## src/rtl/adc_sar_sequencer_pkg.sv

```systemverilog
// Shared definitions for the SAR ADC sequencer: FSM state codes,
// averaging-select encodings and the decisions-per-LSB-step lookup.
package adc_sar_sequencer_pkg;

    typedef logic [1:0] state_t;

    localparam state_t ST_IDLE    = 2'd0;
    localparam state_t ST_SAMPLE  = 2'd1;
    localparam state_t ST_CONVERT = 2'd2;
    localparam state_t ST_HOLD    = 2'd3;

    typedef enum logic [2:0] {
        AVG_1  = 3'd0,
        AVG_3  = 3'd1,
        AVG_7  = 3'd2,
        AVG_15 = 3'd3,
        AVG_31 = 3'd4
    } avg_sel_t;

    // Wide enough to hold the largest decision count (31).
    localparam int VOTE_W = 5;

    // Number of comparator decisions taken per LSB step; reserved codes fall back to one.
    function automatic logic [VOTE_W-1:0] avg_count(input logic [2:0] sel);
        case (sel)
            AVG_3:   return 5'd3;
            AVG_7:   return 5'd7;
            AVG_15:  return 5'd15;
            AVG_31:  return 5'd31;
            default: return 5'd1;
        endcase
    endfunction

endpackage

```

## src/rtl/adc_sar_sequencer_if.sv

```systemverilog
// Weight-table write port and result valid/ready handshake of the SAR sequencer.
interface adc_sar_sequencer_if #(
    parameter int MATRIX_BITS = 12,
    parameter int NUM_STEPS   = 15
);
    localparam int ADDR_W = (NUM_STEPS > 1) ? $clog2(NUM_STEPS) : 1;

    logic                   weight_wr_en_in;
    logic [ADDR_W-1:0]      weight_addr_in;
    logic [MATRIX_BITS-1:0] weight_data_in;
    logic [MATRIX_BITS-1:0] result_out;
    logic                   result_valid_out;
    logic                   result_ready_in;

    modport slave (
        input  weight_wr_en_in, weight_addr_in, weight_data_in, result_ready_in,
        output result_out, result_valid_out
    );

    modport master (
        output weight_wr_en_in, weight_addr_in, weight_data_in, result_ready_in,
        input  result_out, result_valid_out
    );
endinterface

```

## src/rtl/adc_sar_lsb_vote.sv

```systemverilog
// Majority vote over the repeated comparator decisions of one LSB step.
module adc_sar_lsb_vote
    import adc_sar_sequencer_pkg::*;
(
    input  logic              clk,
    input  logic              rst_n,
    input  logic              active,
    input  logic              comparator_in,
    input  logic [VOTE_W-1:0] num_decisions,
    output logic              step_done,
    output logic              decision
);
    localparam int TOTAL_W = VOTE_W + 1;

    logic [VOTE_W-1:0]  count;
    logic [VOTE_W-1:0]  ones;
    logic [TOTAL_W-1:0] total;

    // Count elapsed cycles and "keep" votes; both restart after every LSB step.
    always_ff @(posedge clk or negedge rst_n) begin
        if (!rst_n) begin
            count <= '0;
            ones  <= '0;
        end else if (!active || step_done) begin
            count <= '0;
            ones  <= '0;
        end else begin
            count <= count + VOTE_W'(1);
            ones  <= ones + VOTE_W'(comparator_in);
        end
    end

    // The current cycle's vote is folded in so the decision is ready on the closing edge.
    assign step_done = active && (count == num_decisions - VOTE_W'(1));
    assign total     = {1'b0, ones} + TOTAL_W'(comparator_in);
    assign decision  = total > TOTAL_W'(num_decisions >> 1);

endmodule

```

## src/rtl/adc_sar_sequencer.sv

```systemverilog
// SAR ADC conversion sequencer: sample, binary-weighted search with a
// programmable weight table, majority-voted LSB steps and a result handshake.
module adc_sar_sequencer
    import adc_sar_sequencer_pkg::*;
#(
    parameter int MATRIX_BITS   = 12,
    parameter int NUM_STEPS     = 15,
    parameter int LSB_STEPS     = 4,
    parameter int SAMPLE_CYCLES = 1
) (
    input  logic                   clk,
    input  logic                   rst_n,
    input  logic                   comparator_in,
    input  logic                   start_in,
    input  logic                   continuous_in,
    input  logic [2:0]             avg_control_in,
    adc_sar_sequencer_if.slave     bus,
    output logic                   sample_out,
    output logic                   sample_out_n,
    output logic                   enable_loop_out,
    output logic [MATRIX_BITS-1:0] nswitch_out,
    output logic [MATRIX_BITS-1:0] pswitch_out,
    output logic                   busy_out,
    output logic                   overrun_out
);
    localparam int IDX_W = (NUM_STEPS > 1) ? $clog2(NUM_STEPS) : 1;
    localparam int SC_W  = (SAMPLE_CYCLES > 1) ? $clog2(SAMPLE_CYCLES) : 1;
    localparam logic [IDX_W-1:0] LAST_STEP   = IDX_W'(NUM_STEPS - 1);
    localparam logic [IDX_W-1:0] FIRST_LSB   = IDX_W'(NUM_STEPS - LSB_STEPS);
    localparam logic [SC_W-1:0]  LAST_SAMPLE = SC_W'(SAMPLE_CYCLES - 1);

    state_t                 state;
    logic [SC_W-1:0]        sample_count;
    logic [IDX_W-1:0]       step;
    logic [MATRIX_BITS-1:0] data;
    logic [MATRIX_BITS-1:0] result;
    logic                   valid;
    logic                   overrun;
    logic [2:0]             avg_sel;
    logic [MATRIX_BITS-1:0] weight [NUM_STEPS];

    logic [MATRIX_BITS:0]   sum;
    logic [MATRIX_BITS-1:0] trial;
    logic [MATRIX_BITS-1:0] final_data;
    logic                   lsb_step;
    logic                   step_done;
    logic                   decision;
    logic                   conv_done;
    logic                   vote_done;
    logic                   vote_decision;

    // One-hot power-of-two weights from the MSB down; steps past the matrix width add nothing.
    function automatic logic [MATRIX_BITS-1:0] default_weight(input int i);
        logic [MATRIX_BITS-1:0] w;
        w = '0;
        if (i < MATRIX_BITS) w[MATRIX_BITS-1-i] = 1'b1;
        return w;
    endfunction

    // Redundant weight tables can sum past full scale, so the trial code saturates.
    assign sum        = {1'b0, data} + {1'b0, weight[step]};
    assign trial      = sum[MATRIX_BITS] ? '1 : sum[MATRIX_BITS-1:0];
    assign lsb_step   = (step >= FIRST_LSB);
    assign step_done  = lsb_step ? vote_done : 1'b1;
    assign decision   = lsb_step ? vote_decision : comparator_in;
    assign conv_done  = (state == ST_CONVERT) && step_done && (step == LAST_STEP);
    assign final_data = decision ? trial : data;

    adc_sar_lsb_vote u_lsb_vote (
        .clk           (clk),
        .rst_n         (rst_n),
        .active        ((state == ST_CONVERT) && lsb_step),
        .comparator_in (comparator_in),
        .num_decisions (avg_count(avg_sel)),
        .step_done     (vote_done),
        .decision      (vote_decision)
    );

    // Sequence IDLE -> SAMPLE -> CONVERT -> HOLD and walk the successive-approximation register.
    always_ff @(posedge clk or negedge rst_n) begin
        if (!rst_n) begin
            state        <= ST_IDLE;
            sample_count <= '0;
            step         <= '0;
            data         <= '0;
            avg_sel      <= '0;
        end else begin
            case (state)
                ST_IDLE: begin
                    sample_count <= '0;
                    if (start_in || continuous_in) state <= ST_SAMPLE;
                end
                ST_SAMPLE: begin
                    data <= '0;
                    if (sample_count == LAST_SAMPLE) begin
                        avg_sel <= avg_control_in;
                        step    <= '0;
                        state   <= ST_CONVERT;
                    end else begin
                        sample_count <= sample_count + SC_W'(1);
                    end
                end
                ST_CONVERT: begin
                    if (step_done) begin
                        if (decision) data <= trial;
                        if (step == LAST_STEP) state <= ST_HOLD;
                        else step <= step + IDX_W'(1);
                    end
                end
                default: begin
                    sample_count <= '0;
                    state        <= continuous_in ? ST_SAMPLE : ST_IDLE;
                end
            endcase
        end
    end

    // Publish each completed conversion; an unaccepted previous result is overwritten and flagged.
    always_ff @(posedge clk or negedge rst_n) begin
        if (!rst_n) begin
            result  <= '0;
            valid   <= 1'b0;
            overrun <= 1'b0;
        end else if (conv_done) begin
            result  <= final_data;
            valid   <= 1'b1;
            overrun <= valid && !bus.result_ready_in;
        end else begin
            overrun <= 1'b0;
            if (bus.result_ready_in) valid <= 1'b0;
        end
    end

    // Weight table reloads only while idle so a running conversion sees a stable table.
    always_ff @(posedge clk or negedge rst_n) begin
        if (!rst_n) begin
            for (int i = 0; i < NUM_STEPS; i++) weight[i] <= default_weight(i);
        end else if ((state == ST_IDLE) && bus.weight_wr_en_in &&
                     (int'(bus.weight_addr_in) < NUM_STEPS)) begin
            weight[bus.weight_addr_in] <= bus.weight_data_in;
        end
    end

    // Drive the DAC matrix with the trial code while converting and the final code in HOLD.
    always_comb begin
        nswitch_out = '0;
        case (state)
            ST_CONVERT: nswitch_out = trial;
            ST_HOLD:    nswitch_out = data;
            default:    nswitch_out = '0;
        endcase
    end

    assign pswitch_out          = ~nswitch_out;
    assign sample_out           = (state == ST_SAMPLE);
    assign sample_out_n         = ~sample_out;
    assign enable_loop_out      = (state == ST_CONVERT) || (state == ST_HOLD);
    assign busy_out             = (state != ST_IDLE);
    assign overrun_out          = overrun;
    assign bus.result_out       = result;
    assign bus.result_valid_out = valid;

endmodule

```

## src/flat_wrapper.sv

```systemverilog
// flat-port wrapper written by rule: the top's interface ports become plain ports
module adc_sar_sequencer_flat import adc_sar_sequencer_pkg::*;
#(
    parameter int MATRIX_BITS   = 12,
    parameter int NUM_STEPS     = 15,
    parameter int LSB_STEPS     = 4,
    parameter int SAMPLE_CYCLES = 1
)
  (clk, rst_n, comparator_in, start_in, continuous_in, avg_control_in, sample_out, sample_out_n, enable_loop_out, nswitch_out, pswitch_out, busy_out, overrun_out, bus_weight_wr_en_in, bus_weight_addr_in, bus_weight_data_in, bus_result_ready_in, bus_result_out, bus_result_valid_out);
  adc_sar_sequencer_if #(.MATRIX_BITS(MATRIX_BITS), .NUM_STEPS(NUM_STEPS)) bus_i ();
  input  logic clk;
  input  logic rst_n;
  input  logic comparator_in;
  input  logic start_in;
  input  logic continuous_in;
  input  logic [2:0] avg_control_in;
  output logic sample_out;
  output logic sample_out_n;
  output logic enable_loop_out;
  output logic [MATRIX_BITS-1:0] nswitch_out;
  output logic [MATRIX_BITS-1:0] pswitch_out;
  output logic busy_out;
  output logic overrun_out;
  input wire logic [$bits(bus_i.weight_wr_en_in)-1:0] bus_weight_wr_en_in;
  input wire logic [$bits(bus_i.weight_addr_in)-1:0] bus_weight_addr_in;
  input wire logic [$bits(bus_i.weight_data_in)-1:0] bus_weight_data_in;
  input wire logic [$bits(bus_i.result_ready_in)-1:0] bus_result_ready_in;
  output wire logic [$bits(bus_i.result_out)-1:0] bus_result_out;
  output wire logic [$bits(bus_i.result_valid_out)-1:0] bus_result_valid_out;
  assign bus_i.weight_wr_en_in = bus_weight_wr_en_in;
  assign bus_i.weight_addr_in = bus_weight_addr_in;
  assign bus_i.weight_data_in = bus_weight_data_in;
  assign bus_i.result_ready_in = bus_result_ready_in;
  assign bus_result_out = bus_i.result_out;
  assign bus_result_valid_out = bus_i.result_valid_out;
  adc_sar_sequencer #(.MATRIX_BITS(MATRIX_BITS), .NUM_STEPS(NUM_STEPS), .LSB_STEPS(LSB_STEPS), .SAMPLE_CYCLES(SAMPLE_CYCLES)) u_core (.clk(clk), .rst_n(rst_n), .comparator_in(comparator_in), .start_in(start_in), .continuous_in(continuous_in), .avg_control_in(avg_control_in), .bus(bus_i), .sample_out(sample_out), .sample_out_n(sample_out_n), .enable_loop_out(enable_loop_out), .nswitch_out(nswitch_out), .pswitch_out(pswitch_out), .busy_out(busy_out), .overrun_out(overrun_out));
endmodule
```

## config.mk

```make
export PLATFORM = sky130hd
export DESIGN_NAME = adc_sar_sequencer_flat
export DESIGN_NICKNAME = d
export VERILOG_FILES = /design/src/rtl/adc_sar_sequencer_pkg.sv /design/src/rtl/adc_sar_sequencer_if.sv /design/src/rtl/adc_sar_lsb_vote.sv /design/src/rtl/adc_sar_sequencer.sv /design/src/flat_wrapper.sv
export SDC_FILE = /design/constraint.sdc
export NUM_CORES = 1
export LEC_CHECK = 0
export CORE_MARGIN = 5
export CORE_UTILIZATION = 37
export DETAILED_ROUTE_END_ITERATION = 8
export HOLD_SLACK_MARGIN = 0.12
export PLACE_DENSITY = 0.54
export SLEW_MARGIN = 0
export SYNTH_ARGS = -nofsm -noshare
export SYNTH_HDL_FRONTEND = slang
export SYNTH_SLANG_ARGS = --single-unit
```

## constraint.sdc

```tcl
create_clock -name clk -period 6.8 [get_ports clk]
set_input_delay 1.7 -clock clk [delete_from_list [all_inputs] [get_ports clk]]
set_output_delay 1.7 -clock clk [all_outputs]
set_load 0.05 [all_outputs]
```

==> impl_metrics.json, run 1 <==
{
  "htreeDepth": 1,
  "grt_antenna_before_repair": 1,
  "netSwitchingFraction_pct": 37.7,
  "finalCriticalPeriod_ns": 6.28,
  "hpwl_mm": 17.3,
  "synth_top_family_by_area": "multiplexers",
  "grt_max_degree": 128,
  "synth.net_count": 909,
  "slew_headroom_pct": 26.0,
  "arrival_ns": 4.58,
  "seqPwrFrac_pct": 34.3,
  "synth_xor_area_share_pct": 0.924,
  "critPathLaunchType": "flop",
  "finalCritPeriodShare_pct": 92.3,
  "worst_pin_slew_ns": 1.10,
  "ys_seq_area_share_pct": 49.6,
  "clkLatencyLatePin_ns": 0.53,
  "drv_cap": 0,
  "num_antenna_cells": 0,
  "powerDensity_nw_per_um2": 441,
  "die-area_um2": 34400,
  "rows": 64,
  "clkPwrFrac_pct": 22.6,
  "pre_cts_ws_ns": 0.627,
  "cts_setup_buffers": 0,
  "cts_inserted_buffers": 26,
  "p_leak_nw": 6.28,
  "ir_drop_mv": 0.178,
  "finalSetupTns_ns": 0,
  "synthTopCellsByArea": "dfrtp_1, mux2_2, mux4_2, mux2i_1, dfstp_2",
  "synthAdderAreaFrac_pct": 2.93,
  "cts.path.max_buffers": 3,
  "cts_tree": "done",
  "path_max_fanout": 21,
  "hold_path_class": "flop to flop",
  "status": "finished clean",
  "wl_mm": 27.0,
  "synthesis.area_um2": 11400,
  "boundaryPins": 68,
  "portBuffers": 67,
  "synth-compound-area-share_pct": 5.65,
  "synth.distinct_cells": 58,
  "grt_overflow": 0,
  "clock.fmax_mhz": 159,
  "yosysTopAreaCell": "dfrtp_1",
  "power.internal_mw": 3.66,
  "start_util_pct": 37.3,
  "core-area_um2": 30500,
  "power_mw": 5.87,
  "synthSimpleGateAreaFrac_pct": 6.06,
  "ys_warn_count": 0,
  "remaining_drc_errors": 0,
  "die_width_um": 185,
  "ctsHoldBuffers": 0,
  "cts.sinks": 225,
  "rsz0062_at_grt": "no",
  "slew_violations": 0,
  "ys.flop_type": "dfrtp_1",
  "die_h_um": 185,
  "fin_nets": 966,
  "gp_congestion": 0.792,
  "grt_pass1_vias": 7259,
  "synthMuxAreaShare_pct": 31.7,
  "syn_avg_cell_area_um2": 13.3,
  "combinationalPowerShare_pct": 43.1,
  "finClkSkew_ns": 0.0108,
  "root_buffer": "clkbuf_16",
  "end_kind": "output port",
  "syn_to_final_growth_pct": 17.1,
  "async_flop_share_pct": 100,
  "num_vias": 7003,
  "drt_iter0_markers": 342,
  "finalHoldViolations": 0,
  "synth.top_cell.area_share_pct": 46.8,
  "synthCells": 857,
  "cts.reportedPaths.clkPinSlew_ns": 0.06,
  "layout_setup_ws_ns": 0.521,
  "final_antenna_net_count": 0,
  "first_pass_iters": 4,
  "ys_ff_latch": 225,
  "cp_data_required_time_ns": 5.10,
  "yosysMostFrequentCell": "dfrtp_1",
  "worstSetupPathType": "flop to output port",
  "synthTopCellsByCount": "dfrtp_1, mux2_2, nand2_1",
  "viasPerCell": 5.27,
  "wl_per_cell_um": 20.3,
  "p_switching_mw": 2.22,
  "drive_gt1_share_pct": 37.5,
  "grt_pass1_wl_mm": 43.2,
  "synth_edf_count": 0,
  "grt.total_usage_pct": 16.0,
  "setup_viol": 0
}
==> power groups by stage <==
| stage | combinational [mW] | sequential (mW) | clock, mW |
|---|---|---|---|
| global route | 2.75 | 2.07 | 1.42 |
| global placement | 2.53 | 2.03 | 0 |
| finish | 2.53 | 2.01 | 1.33 |
| floorplan | 1.88 | 1.97 | 0 |
| detailed placement | 2.56 | 2.04 | 0 |
| CTS | 2.57 | 2.02 | 1.37 |
==> registers in the layout, indices dropped and copies added (netlist names) <==
name                         cells
u_core.data                     12
u_core.bus.result_valid_out      1
u_core.u_lsb_vote.count          5
u_core.weight                  180
u_core.overrun_out               1
u_core.step                      4
u_core.state                     2
u_core.avg_sel                   3
u_core.bus.result_out           12
u_core.u_lsb_vote.ones           5
==> cell type report <==
type | instances | area [um^2]
timing repair buffer | 80 | 803
multi-input combinational | 543 | 5420
inverter | 38 | 143
fill | 2830 | 17200
sequential | 225 | 5650
tap | 396 | 495
clock buffer | 40 | 774
clock inverter | 8 | 40.0
==> through the flow <==
stage | instance area (um^2) | std cells | hold WS (ns) | util [%]
2_1_floorplan | 11400 | 857 | 0.474 | -
3_3_place_gp | 12500 | 1282 | 0.482 | 40.9
3_5_place_dp | 12500 | 1282 | 0.489 | 40.9
4_1_cts | 13300 | 1330 | 0.502 | 43.6
5_1_grt | 13300 | 1330 | 0.504 | 43.7
6_report | 13300 | 1330 | 0.497 | 43.7
==> cell families after synthesis <==
kind of cell	after synthesis
flip-flops	225
AND/OR/NAND/NOR	139
adder cells (fa/ha/maj)	26
multiplexers	276
AO/OA/AOI/OAI	90
XOR/XNOR	12
buffers and inverters	89
==> critical path, stage by stage (launching register included) <==
cell	delay (ns)
dfrtp_2	0.56
buf_12	0.25
mux4_2	0.53
mux4_2	0.51
fa_1	0.47
a211oi_1	0.29
o211ai_1	0.20
a21oi_2	0.35
o21ai_0	0.24
a22oi_1	0.27
inv_1	0.07
dlymetal6s2s_1	0.31
==> final timing paths <==
| check | to | slack, ns | depth (start not counted) | startpoint |
|---|---|---|---|---|
| max in group asynchronous | u_core.weight[16] | 4.42 | 2 | rst_n |
| hold / removal | u_core.bus.result_valid_out | 0.50 | 1 | u_core.bus.result_valid_out |
| min in group asynchronous | u_core.u_lsb_vote.ones[3] | 1.21 | 1 | rst_n |
| hold reg to reg | u_core.bus.result_valid_out | 0.50 | 1 | u_core.bus.result_valid_out |
| setup reg to reg | u_core.bus.result_out[3] | 2.81 | 10 | u_core.step[0] |
| setup / recovery | nswitch_out[5] | 0.52 | 11 | u_core.step[0] |
==> cell usage in the layout, fill, tap and decap left out, types with 21 or more instances in the layout <==
cell type        count
clkbuf_16           27
mux2i_1             32
inv_1               38
o21ai_0             25
dfrtp_1            211
buf_4               25
nand2_1             57
clkdlybuf4s50_1     42
mux2_2             196
nor2_1              21
ha_1                25
mux4_2              48
==> routing by layer <==
layer	global-route usage (%)	vias up	wire, um
li1	-	3220	-
met1	22.9	3594	12500
met2	26.0	143	12600
met3	2.44	44	1380
met4	3.64	2	616
met5	0	-	13
==> repair_timing <==
item                       CTS  global route
resized for setup            0             8
hold endpoints to repair     0             0
setup endpoints to repair    0             8
Power figures use the tool's default switching activity.
==> run 2: changes to the inputs <==
--- a/config.mk
+++ b/config.mk
@@ -5,6 +5,7 @@
 export SDC_FILE = /design/constraint.sdc
 export NUM_CORES = 1
 export LEC_CHECK = 0
+export ABC_AREA = 1
 export CORE_MARGIN = 5
 export CORE_UTILIZATION = 37
 export DETAILED_ROUTE_END_ITERATION = 8
==> run 2 against run 1 <==
Against the previous run:
- wire length increased by 21%
- first-iteration DRC count grew 120%
- hold slack got worse by 0.017 ns
==> impl_metrics.json, run 2 <==
{
  "synth.distinct_cells": 42,
  "dpl_cell_area_um2": 12200,
  "die_width_um": 184,
  "num_vias": 9430,
  "yosysMostFrequentCell": "nand2_1",
  "end_kind": "output port",
  "p_leak_nw": 6.22,
  "clkLatencyLatePin_ns": 0.54,
  "path_max_fanout": 37,
  "remaining_drc_errors": 0,
  "drv_cap": 0,
  "clock.fmax_mhz": 161,
  "grt_overflow": 0,
  "largest_register_ffs": 180,
  "critPathSlowestCell": "dfrtp_1",
  "status": "finished clean",
  "grt_max_degree": 128,
  "cts.path.max_buffers": 3,
  "wl_mm": 32.7,
  "finClkSkew_ns": 0.0128,
  "final_antenna_net_count": 0,
  "wl_per_cell_um": 18.0,
  "arrival_ns": 4.50,
  "cts_resized": 0,
  "start_util_pct": 37.6,
  "worstPathCellList": "nand2_1, inv_2, a22oi_1, o211ai_1, nand3_1, o211ai_1, ha_1, fa_1, a21oi_1, nor2_1, nor2_1, buf_4, nand3b_1, a22oi_1, inv_1, buf_4",
  "yosysTopAreaCell": "dfrtp_1",
  "finalSetupTns_ns": 0,
  "rows": 63,
  "hold_path_class": "flop to flop",
  "ys_warn_count": 0,
  "ys_seq_area_share_pct": 50.4,
  "synthCells": 1380,
  "final_cell_area_um2": 13100,
  "viasPerCell": 5.18,
  "r2r_slack_ns": 3.04,
  "grt.total_usage_pct": 19.3,
  "finalCriticalPeriod_ns": 6.20,
  "cts_tree": "done",
  "first_pass_iters": 5,
  "rsz0062_at_grt": "no",
  "synthesis.area_um2": 11200,
  "largest_register": "u_core.weight",
  "die-area_um2": 33900,
  "postLayoutCoreUtil_pct": 44.0,
  "mostFrequentLayoutCell": "nand2_1",
  "finalHoldViolations": 0,
  "slew_headroom_pct": 22.7,
  "cts_inserted_buffers": 26,
  "finalCritPeriodShare_pct": 91.1,
  "critPathMaxStageDelay_ns": 0.48,
  "async_flop_share_pct": 100,
  "ctsHoldBuffers": 0,
  "ys_ff_latch": 225,
  "cp_data_required_time_ns": 5.10,
  "htreeDepth": 1,
  "slew_violations": 0,
  "syn_to_final_growth_pct": 16.9,
  "root_buffer": "clkbuf_16",
  "cts.sinks": 225,
  "grt_pass1_wl_mm": 52.6,
  "synth.top_cell.area_share_pct": 47.6,
  "synthTopCellsByCount": "nand2_1, dfrtp_1, o21ai_0",
  "power_mw": 6.33,
  "portBuffers": 67,
  "drt_iter0_markers": 763,
  "pre_cts_ws_ns": 1.30,
  "synth.net_count": 1432,
  "die_h_um": 184,
  "core-area_um2": 29800,
  "ir_drop_mv": 0.244,
  "synthTopCellsByArea": "dfrtp_1, nand2_1, o21ai_0, nor2_1, inv_1",
  "boundaryPins": 68,
  "hpwl_mm": 21.2,
  "setup_viol": 0,
  "layout_common_cells": "nand2_1, dfrtp_1, o21ai_0",
  "cts_setup_buffers": 0,
  "grt_pass1_vias": 9243,
  "drive_gt1_share_pct": 8.25,
  "worst-path-buf-inv": 4,
  "cts.reportedPaths.clkPinSlew_ns": 0.06,
  "critPathLaunchType": "flop",
  "gp_congestion": 0.872,
  "synth_edf_count": 0,
  "num_antenna_cells": 0,
  "worstSetupPathType": "flop to output port",
  "cp_top_family": "compound AO/OA/AOI/OAI gates",
  "ys.flop_type": "dfrtp_1",
  "grt_antenna_before_repair": 0,
  "fin_nets": 1463,
  "syn_avg_cell_area_um2": 8.12,
  "powerDensity_nw_per_um2": 483,
  "worst_pin_slew_ns": 1.16,
  "layout_setup_ws_ns": 0.603
}
run 2: changes by cell type in the layout (fill, tap and decap cells not counted), sizes merged, moves of 37 or more:
cell   delta
nand2   +336
mux2    -196
o21ai   +188
nor2    +110
inv      +59
mux4     -48
a21oi    +38
a22oi    +37
run 2: power by group:
group          switching (mW)  leakage (nW)  internal, mW
sequential              0.322          2.85          1.89
clock                   0.563         0.422         0.837
combinational            1.75          2.95         0.975
total                    2.63          6.22          3.70
run 2: cell families (layout without fill, tap and decap cells):
family,Yosys count,after routing,synth area share [%]
DFF,225,225,50.4
adders and majority gates,26,26,2.97
buffers and inverters,177,228,6.29
xor gates and xnor gates,8,8,0.626
and+or+nand+nor,588,588,21.4
AOI/OAI and AO/OA,356,356,18.3
run 2: stage by stage:
stage,hold WS (ns),std cells
2_1_floorplan,0.445,1380
3_3_place_gp,0.461,1773
3_5_place_dp,0.468,1773
4_1_cts,0.483,1821
5_1_grt,0.498,1821
6_report,0.480,1821
run 2: layout make-up:
class / instances / area (um^2)
repair buffers: 83 / 886
clock inverters: 8 / 101
multi-input cells: 978 / 4860
clock buffers: 40 / 753
flip-flops and latches: 225 / 5650
well taps: 390 / 488
inverters: 97 / 364
fillers: 2986 / 16700
run 2: path summary, 6_finish.rpt:
kind / startpoint / endpoint / cells after the start
worst max-delay path: u_core.step[0] / nswitch_out[5] / 16
worst min-delay path: u_core.u_lsb_vote.count[0] / u_core.u_lsb_vote.count[0] / 1
worst max register to register: u_core.step[0] / u_core.data[11] / 17
worst min register to register: u_core.u_lsb_vote.count[0] / u_core.u_lsb_vote.count[0] / 1
max in group asynchronous: rst_n / u_core.weight[6] / 2
min in group asynchronous: rst_n / u_core.u_lsb_vote.count[4] / 1
run 2: per-layer routing:
layer / routed length [um] / global-route usage [%] / part of all wire [%]
met1: 15400 / 27.9 / 47
met2: 14800 / 30.6 / 45
met3: 1810 / 3.38 / 5.5
met4: 703 / 4.53 / 2.1
met5: 0 / 0 / 0
==> run 3: changes to the inputs <==
--- a/config.mk
+++ b/config.mk
@@ -5,7 +5,6 @@
 export SDC_FILE = /design/constraint.sdc
 export NUM_CORES = 1
 export LEC_CHECK = 0
-export ABC_AREA = 1
 export CORE_MARGIN = 5
 export CORE_UTILIZATION = 37
 export DETAILED_ROUTE_END_ITERATION = 8
==> constraint.sdc (replaced) <==
create_clock -name clk -period 7.56 [get_ports clk]
set_input_delay 1.89 -clock clk [delete_from_list [all_inputs] [get_ports clk]]
set_output_delay 1.89 -clock clk [all_outputs]
set_load 0.05 [all_outputs]
==> run 3 against run 2 <==
Against the previous run:
- clock power fell by 13%
- clock skew fell by 0.0047 ns
- first-iteration DRC count fell by 59%
- power fell by 16%
- cell count fell by 27%
- via count fell by 26%
- sequential share of layout area fell by 0.72 points
- core utilization fell by 0.26 points
- worst setup slack got worse by 0.28 ns
==> impl_metrics.json, run 3 (synthesized netlist as in run 1, its figures left out) <==
{
  "drt_iter0_markers": 315,
  "die_width_um": 185,
  "final_antenna_net_count": 0,
  "hpwl_mm": 17.1,
  "htreeDepth": 1,
  "slew_violations": 0,
  "boundaryPins": 68,
  "cts_tree": "done",
  "finalSetupTns_ns": 0,
  "grt_pass1_wl_mm": 42.5,
  "drv_cap": 0,
  "syn_to_final_growth_pct": 17.2,
  "core-area_um2": 30500,
  "cts.reportedPaths.clkPinSlew_ns": 0.06,
  "grt_overflow": 0,
  "rows": 64,
  "worst_pin_slew_ns": 1.06,
  "die_h_um": 185,
  "finalCriticalPeriod_ns": 7.23,
  "powerDensity_nw_per_um2": 399,
  "dp.cells": 1280,
  "drive_gt1_share_pct": 35.8,
  "setup_viol": 0,
  "clock.fmax_mhz": 138,
  "num_antenna_cells": 0,
  "wl_per_cell_um": 19.9,
  "root_buffer": "clkbuf_16",
  "slew_headroom_pct": 28.9,
  "largest_register_ffs": 180,
  "cp_data_required_time_ns": 5.67,
  "hold_path_startpoint": "u_core.bus.result_valid_out",
  "mostFrequentLayoutCell": "dfrtp_1",
  "fin_nets": 964,
  "crit_start": "u_core.step[0]",
  "grt.total_usage_pct": 15.7,
  "cts.sinks": 225,
  "p_leak_nw": 6.12,
  "rsz0062_at_grt": "no",
  "dpl_cell_area_um2": 12500,
  "cts_setup_buffers": 0,
  "path_max_fanout": 21,
  "largest_register": "u_core.weight",
  "end_kind": "output port",
  "critPathLaunchType": "flop",
  "ir_drop_mv": 0.218,
  "r2r_slack_ns": 3.28,
  "grt_pass1_vias": 7222,
  "grt_max_degree": 124,
  "layout_common_cells": "dfrtp_1, mux2_2, clkdlybuf4s50_1",
  "num_vias": 6946,
  "clkLatencyLatePin_ns": 0.52,
  "portBuffers": 67,
  "die-area_um2": 34400,
  "cts_inserted_buffers": 26,
  "final_cell_area_um2": 13300,
  "first_pass_iters": 4,
  "final_cells": 1328,
  "status": "finished clean",
  "finalHoldViolations": 0,
  "finClkSkew_ns": 0.00813,
  "viasPerCell": 5.23,
  "regToRegStartpoint": "u_core.step[0]",
  "wl_mm": 26.4,
  "finalCritPeriodShare_pct": 95.7,
  "worstSetupPathType": "flop to output port",
  "gp_congestion": 0.762,
  "remaining_drc_errors": 0,
  "arrival_ns": 5.34,
  "start_util_pct": 37.3,
  "grt_antenna_before_repair": 1,
  "hold_path_class": "flop to flop",
  "whs_ns": 0.496,
  "cts.path.max_buffers": 3
}
==> run 3: cell count changes in the layout (fill, tap and decap cells not counted), moves of 48 or more <==
cell	previous run	this run
mux2_2	0	196
mux4_2	0	48
nor2_1	131	21
nand2_1	383	57
o21ai_0	211	25
inv_1	95	38
==> run 3: final cells by class <==
class                           instances  area, um^2
Fill cell                            2779       17200
Clock inverter                         11        85.1
Multi-Input combinational cell        543        5420
Inverter                               38         143
Clock buffer                           37         753
Timing Repair Buffer                   78         783
Tap cell                              396         495
Sequential cell                       225        5650
==> run 3: what timing repair did <==
action                     in CTS  in global routing
setup endpoints to repair       0                 16
hold buffers                    0                  0
gates resized for setup         0                  1
==> run 3: worst max-delay path, cell delays in order (launching register included) <==
cell and delay, ns:
dfrtp_4 0.65, buf_4 0.32, mux4_2 0.55, mux4_2 0.52, ha_1 0.38, a21oi_1 0.36
o211ai_1 0.29, a21oi_2 0.37, o21ai_0 0.23, a22oi_1 0.27, clkdlybuf4s50_1 0.86
==> run 3: per-layer routing <==
metal	up-vias	part of all wire [%]	wire length, um	track usage (%)
met3	36	3.4	906	2.16
met1	3578	48	12600	22.6
met4	2	2.1	544	3.32
met2	111	47	12400	25.6
li1	3219	-	-	-
met5	-	0.076	20	0
==> run 3: per-stage QoR <==
stage / setup WS (ns) / power [mW] / utilization [%]
after floorplan: 0.561 / 3.46 / -
after global placement: 0.758 / 4.10 / 40.9
after detailed placement: 0.707 / 4.13 / 40.9
after CTS: 0.142 / 5.38 / 43.7
after global routing: 0.00353 / 5.66 / 43.7
final: 0.327 / 5.31 / 43.7
==> run 3: worst paths after layout <==
kind | endpoint | cells past startpoint
min reg2reg | u_core.bus.result_valid_out | 1
min | u_core.bus.result_valid_out | 1
max in group asynchronous | u_core.step[0] | 2
max reg2reg | u_core.bus.result_out[3] | 10
max | pswitch_out[5] | 10
min in group asynchronous | u_core.avg_sel[2] | 1
==> run 3: power by group <==
group	internal, mW	leakage (nW)	switching (mW)
combinational	1.03	2.73	1.23
clock	0.726	0.414	0.497
sequential	1.57	2.98	0.263
